File: src/rtl/dmem_arbiter.sv
// Shares the single-port data memory between the CPU MEM stage (port C) and the external
// load/debug port (port E). Optional statistics counters are enabled by DMEM_ARB_STATS_EN.
module dmem_arbiter #(
    parameter int DATA_W   = 64,
    parameter int ADDR_W   = 64,
    parameter int RD_LAT   = 1,
    parameter int MAX_WAIT = 4,
    parameter int CNT_W    = 32
) (
    input  logic              clk,
    input  logic              arst,
    input  logic              cpu_ren,
    input  logic              cpu_wen,
    input  logic [ADDR_W-1:0] cpu_addr,
    input  logic [DATA_W-1:0] cpu_wdata,
    output logic              cpu_gnt,
    output logic              cpu_stall,
    output logic              cpu_rvalid,
    output logic [DATA_W-1:0] cpu_rdata,
    input  logic              ext_ren,
    input  logic              ext_wen,
    input  logic [ADDR_W-1:0] ext_addr,
    input  logic [DATA_W-1:0] ext_wdata,
    output logic              ext_gnt,
    output logic              ext_rvalid,
    output logic [DATA_W-1:0] ext_rdata,
    output logic              mem_ren,
    output logic              mem_wen,
    output logic [ADDR_W-1:0] mem_addr,
    output logic [DATA_W-1:0] mem_wdata,
    input  logic [DATA_W-1:0] mem_rdata
`ifdef DMEM_ARB_STATS_EN
    ,
    output logic [CNT_W-1:0]  stall_cnt,
    output logic [CNT_W-1:0]  ext_gnt_cnt
`endif
);

    localparam int WAIT_W = (MAX_WAIT < 1) ? 1 : $clog2(MAX_WAIT + 1);

    if (RD_LAT < 1 || MAX_WAIT < 1 || CNT_W < 1) begin : g_bad_param
        $error("dmem_arbiter: RD_LAT, MAX_WAIT and CNT_W must all be at least 1");
    end

    typedef enum logic {
        CPU_PRIO = 1'b0,
        EXT_PRIO = 1'b1
    } state_e;

    state_e            state_q, state_d;
    logic [WAIT_W-1:0] wait_q, wait_d;
    logic              cpu_req, ext_req;
    logic              rd_vld_d, rd_own_d;
    logic [RD_LAT-1:0] rd_vld_q, rd_own_q;

    assign cpu_req = cpu_ren | cpu_wen;
    assign ext_req = ext_ren | ext_wen;

    always_ff @(posedge clk or posedge arst) begin
        if (arst) begin
            state_q <= CPU_PRIO;
        end else begin
            state_q <= state_d;
        end
    end

    always_comb begin
        state_d = state_q;
        case (state_q)
            CPU_PRIO: if (wait_d == WAIT_W'(MAX_WAIT)) state_d = EXT_PRIO;
            EXT_PRIO: state_d = CPU_PRIO;
            default:  state_d = CPU_PRIO;
        endcase
    end

    always_comb begin
        cpu_gnt = 1'b0;
        ext_gnt = 1'b0;
        case (state_q)
            CPU_PRIO: begin
                cpu_gnt = cpu_req;
                ext_gnt = ext_req & ~cpu_req;
            end
            EXT_PRIO: begin
                ext_gnt = ext_req;
                cpu_gnt = cpu_req & ~ext_req;
            end
            default: begin
                cpu_gnt = 1'b0;
                ext_gnt = 1'b0;
            end
        endcase
    end

    assign cpu_stall = cpu_req & ~cpu_gnt;

    // Denied-cycle count for port E; reaching MAX_WAIT forces the next slot to port E.
    always_comb begin
        wait_d = wait_q;
        if (ext_gnt) begin
            wait_d = '0;
        end else if (ext_req && (wait_q != WAIT_W'(MAX_WAIT))) begin
            wait_d = wait_q + WAIT_W'(1);
        end
    end

    always_ff @(posedge clk or posedge arst) begin
        if (arst) begin
            wait_q <= '0;
        end else begin
            wait_q <= wait_d;
        end
    end

    always_comb begin
        mem_ren   = 1'b0;
        mem_wen   = 1'b0;
        mem_addr  = '0;
        mem_wdata = '0;
        if (cpu_gnt) begin
            mem_ren   = cpu_ren & ~cpu_wen;
            mem_wen   = cpu_wen;
            mem_addr  = cpu_addr;
            mem_wdata = cpu_wdata;
        end else if (ext_gnt) begin
            mem_ren   = ext_ren & ~ext_wen;
            mem_wen   = ext_wen;
            mem_addr  = ext_addr;
            mem_wdata = ext_wdata;
        end
    end

    // Read-return pipe: owner bit is 1 for port E, 0 for port C.
    assign rd_vld_d = mem_ren;
    assign rd_own_d = ext_gnt;

    always_ff @(posedge clk or posedge arst) begin
        if (arst) begin
            rd_vld_q <= '0;
            rd_own_q <= '0;
        end else begin
            rd_vld_q[0] <= rd_vld_d;
            rd_own_q[0] <= rd_own_d;
            for (int i = 1; i < RD_LAT; i++) begin
                rd_vld_q[i] <= rd_vld_q[i-1];
                rd_own_q[i] <= rd_own_q[i-1];
            end
        end
    end

    assign cpu_rvalid = rd_vld_q[RD_LAT-1] & ~rd_own_q[RD_LAT-1];
    assign ext_rvalid = rd_vld_q[RD_LAT-1] &  rd_own_q[RD_LAT-1];
    assign cpu_rdata  = mem_rdata;
    assign ext_rdata  = mem_rdata;

`ifdef DMEM_ARB_STATS_EN
    logic [CNT_W-1:0] stall_cnt_q, ext_gnt_cnt_q;

    always_ff @(posedge clk or posedge arst) begin
        if (arst) begin
            stall_cnt_q   <= '0;
            ext_gnt_cnt_q <= '0;
        end else begin
            if (cpu_stall && (stall_cnt_q != '1)) begin
                stall_cnt_q <= stall_cnt_q + CNT_W'(1);
            end
            if (ext_gnt && (ext_gnt_cnt_q != '1)) begin
                ext_gnt_cnt_q <= ext_gnt_cnt_q + CNT_W'(1);
            end
        end
    end

    assign stall_cnt   = stall_cnt_q;
    assign ext_gnt_cnt = ext_gnt_cnt_q;
`endif

endmodule

File: config.mk
export PLATFORM = sky130hd
export DESIGN_NAME = dmem_arbiter
export DESIGN_NICKNAME = d
export VERILOG_FILES = /design/src/rtl/dmem_arbiter.sv
export SDC_FILE = /design/constraint.sdc
export NUM_CORES = 1
export LEC_CHECK = 0
export ABC_AREA = 1
export BUFFER_PORTS_ARGS = -buffer_cell sky130_fd_sc_hd__buf_2
export CORE_AREA = 4 4 229 231
export DETAILED_ROUTE_END_ITERATION = 7
export DIE_AREA = 0 0 233 235
export PLACE_DENSITY = 0.3
export SETUP_SLACK_MARGIN = 0.05
export SLEW_MARGIN = 20
export SYNTH_ARGS = -nofsm -noshare
export SYNTH_HDL_FRONTEND = slang
export SYNTH_SLANG_ARGS = --single-unit
File: constraint.sdc
create_clock -name clk -period 3.2 [get_ports clk]
set_input_delay 0.96 -clock clk [delete_from_list [all_inputs] [get_ports clk]]
set_output_delay 0.96 -clock clk [all_outputs]
set_load 0.005 [all_outputs]
Word-level counts from Yosys, hierarchy flattened
Cells that the tools add are included.
{"block": "classes", "n_mux": 14, "bitwise": 16, "n_eq_ne": 2, "addsub": 1, "n_reduce_logical": 1}
{"operator": "$mux W64", "n": 4}
{"operator": "$and A1 B1 Y1", "n": 7}
{"operator": "$not A1 Y1", "n": 7}
{"operator": "$mux W3", "n": 2}
{"operator": "$pmux W1 S2", "n": 3}
{"operator": "$mux W1", "n": 5}
{"operator": "$add A3 B1 Y3 const B", "n": 1}
{"operator": "$eq A3 B3 Y1 const B", "n": 1}
{"operator": "$ne A3 B3 Y1 const B", "n": 1}
{"operator": "$or A1 B1 Y1", "n": 2}
{"operator": "$logic_and A1 B1 Y1", "n": 1}
{"block": "totals", "register_bits": 6, "wordCells": 38}

Longest topological paths before layout
{"block": "logic_depth", "ltp_word": 8, "mapped_depth": 9, "ltp_nobuf": 9}

Worst setup path after synthesis
OpenSTA, ideal clock, no wires.
{"block": "synth_path", "path_kind": "in2out", "start": "in cpu_ren", "end": "out mem_addr[18]", "path_slack_ps": 533, "path_stages": 9, "n_path_buf": 2, "t_arrival_ps": 1707, "cell_sequence": "inv_1 > nand2_1 > nand2_1 > nand2_2 > inv_2 > buf_4 > buf_4 > nand2_1 > nand2_1"}
{"block": "synth_via", "elab_chain_cells": 6, "word_cells_on_any_way": 8, "cone_classes": "mux (4); bitwise (4)"}
{"item": "from (decl)", "line_no": "12", "text": "input logic cpu_ren,"}
{"item": "$or A1 B1 Y1 (*)", "line_no": "56", "text": "assign cpu_req = cpu_ren | cpu_wen;"}
{"item": "$not A1 Y1", "line_no": "82", "text": "ext_gnt = ext_req & ~cpu_req;"}
{"item": "$and A1 B1 Y1", "line_no": "82"}
{"item": "$pmux W1 S2", "line_no": "79", "text": "case (state_q)"}
{"item": "$mux W64", "line_no": "125", "text": "end else if (ext_gnt) begin"}
{"item": "$mux W64 (*)", "line_no": "120", "text": "if (cpu_gnt) begin"}
{"item": "to (decl)", "line_no": "29", "text": "output logic [ADDR_W-1:0] mem_addr,"}
Every way passes the cells marked *; elsewhere a longest branch is shown, timed or not.

Worst setup path in the final report
{"block": "layout_path", "start": "in cpu_ren", "end": "out mem_addr[53]"}
Same word-level chain as after synthesis.

==> flow_summary.ini <==
[worst_setup_path]
critPathCaptureType = primary output
crit_type = primary input to primary output
cp_max_fo = 53
cp_data_arrival_time_ns = 2.13
startpoint_type = primary input
cp.required_ns = 2.24

[cts]
cts_tree = built
cts-buffers-inserted = 3
cts.sinks = 6
clockRootBuffer = clkbuf_16
clk_path_buf_depth = 2
h-tree-depth = 1
clk_latency_ns = 0.22
cts_setup_buffers = 0
path_clk_slew_ns = 0.03

[drt]
dr.pass1.iters = 4
drt_iter0_drc = 109
ant_nets = 0
wire_per_inst_um = 11.15
vias = 4269
via_per_inst = 2.799
drc = 0
routed_wl_um = 17000

[flow_run]
cap_violations = 0

[die]
placementRows = 82
die_x_um = 233
start_util_pct = 6.025
io_pins = 589
coreArea_mm2 = 0.05007
die_h_um = 235
dieArea_mm2 = 0.05476

[sta]
fmax_mhz = 323.8
drv_slew = 0
hold_viol = 0
setup_viol = 0
worst_slew_pin_slew_ns = 0.4540
clock_skew_ns = 0.0008346
setup_ws_ns = 0.1118
rsz0062_at_grt = true
fin_tns_setup_ns = 0
period_share_pct = 96.51
slew_headroom_pct = 69.41
whs_ns = 0.5043
period_minus_slack_ns = 3.088

[pwr]
pwr_density_cell_mw_per_mm2 = 356.3
p_leak_nw = 3.076
peakVddDrop_v = 0.0001512

[yosys]
netlist_instances = 591
synth_nets = 919
synth_commonest_cells = nand2_1 (395), buf_4 (139), buf_6 (13), inv_1 (9)
syn-cell-area_mm2 = 0.003017
synthTopCellsByArea = nand2_1 (49%), buf_4 (35%), dfrtp_1 (5.0%)
synth.distinct_cells = 16
synth_top_area_share_pct = 49.15
yosys.cell_count.top_type = nand2_1
synthFlopType = dfrtp_1
synth-seq-cells = 6
synthArstFlopShare_pct = 100.0
synth_warnings = 0
synth.largest_area_cell = nand2_1
yosysSeqAreaShare_pct = 4.977
avgSynthCellArea_um2 = 5.104
synth_edf_count = 0

[global_route]
overflow = 0
antenna_found_initial = 1
grt_pass1_wl_um = 22850
track_usage_pct = 5.318
first_global_vias = 4217
grt_max_degree = 62

[placement]
dp_hpwl_um = 14960
portBuffers = 396
place_ws_ns = 0.09600
gp_congestion = 0.8096

[finish]
post-route-util_pct = 9.821
drive_gt1_share_pct = 50.00
finalNetCount = 1182
area_growth_pct = 63.00

[outcome]
status = completed

[min_path]
hold_path_class = flop to flop
==> cell type report <==
cell class	instances	area, um^2
diodes	1	2.502
well taps	672	840.8
multi-input cells	414	1600
flip-flops and latches	6	150.1
clock buffers	3	75.07
fillers	5973	45150
repair buffers	414	2187
inverters	15	61.31
==> per-stage QoR <==
stage / std cells / power, mW / cell area [um^2]
after floorplan: 591 / 0.9990 / 3017
after global placement: 1521 / 1.619 / 4832
after detailed placement: 1521 / 1.590 / 4832
after CTS: 1524 / 1.798 / 4907
after global routing: 1524 / 1.956 / 4915
final: 1525 / 1.752 / 4917
==> final timing paths <==
path	slack [ns]	to	start	cells after the start
worst max-delay path	0.11	mem_addr[53]	cpu_ren	11
max in group asynchronous	2.36	wait_q[0]	arst	2
worst max register to register	1.78	state_q	wait_q[0]	7
worst min register to register	0.50	state_q	state_q	3
min in group asynchronous	0.64	state_q	arst	2
worst min-delay path	0.50	state_q	state_q	3
==> routing by layer <==
| metal | global-route usage (%) | share of wire (%) | vias to the layer above |
|---|---|---|---|
| li1 | - | - | 2144 |
| met1 | 4.769 | 31 | 1714 |
| met2 | 10.37 | 50 | 364 |
| met3 | 1.914 | 14 | 47 |
| met4 | 2.554 | 4.8 | 0 |
| met5 | 0 | 0 | - |
==> timing repair <==
item,4_1_cts,5_1_grt
resized for setup,0,1
hold buffers,0,0
setup endpoints to repair,0,57
==> state kept, by name (all words and copies together), names as in the netlist <==
signal and flops:
rd_vld_q 1, wait_q 3, state_q 1, rd_own_q 1
==> critical path, cell delays in order <==
cell and delay [ns]:
buf_2 0.10, inv_1 0.06, nand2_1 0.08, nand2_1 0.09, nand2_2 0.08, inv_4 0.09, buf_16 0.21, buf_4 0.18
nand2_1 0.05, nand2_1 0.06, buf_2 0.10
==> layout by cell type (no fill, tap or decap), drive strengths merged <==
cell type	n
o22ai	1
xnor2	1
o21ai	4
nand2	397
buf	414
dfrtp	6
ha	2
inv	15
a21oi	2
clkbuf	3
nand3	4
diode	1
nor2	3
==> cells by family after synthesis <==
logic type | after synthesis | share of synthesized area [%]
and+or+nand+nor | 404 | 50.60
buffers and inverters | 171 | 41.97
xor gates and xnor gates | 1 | 0.2904
adders and majority gates | 2 | 0.8294
AOI/OAI and AO/OA | 7 | 1.327
DFF | 6 | 4.977
==> power breakdown <==
group	internal, mW	leakage [nW]	total, mW	switching [mW]
Clock	0.160	0.0370	0.197	0.0370
Sequential	0.102	0.0774	0.120	0.0182
Combinational	0.644	2.96	1.43	0.790
Total	0.906	3.08	1.75	0.846
Note: power is estimated with default switching activity, not from simulation.
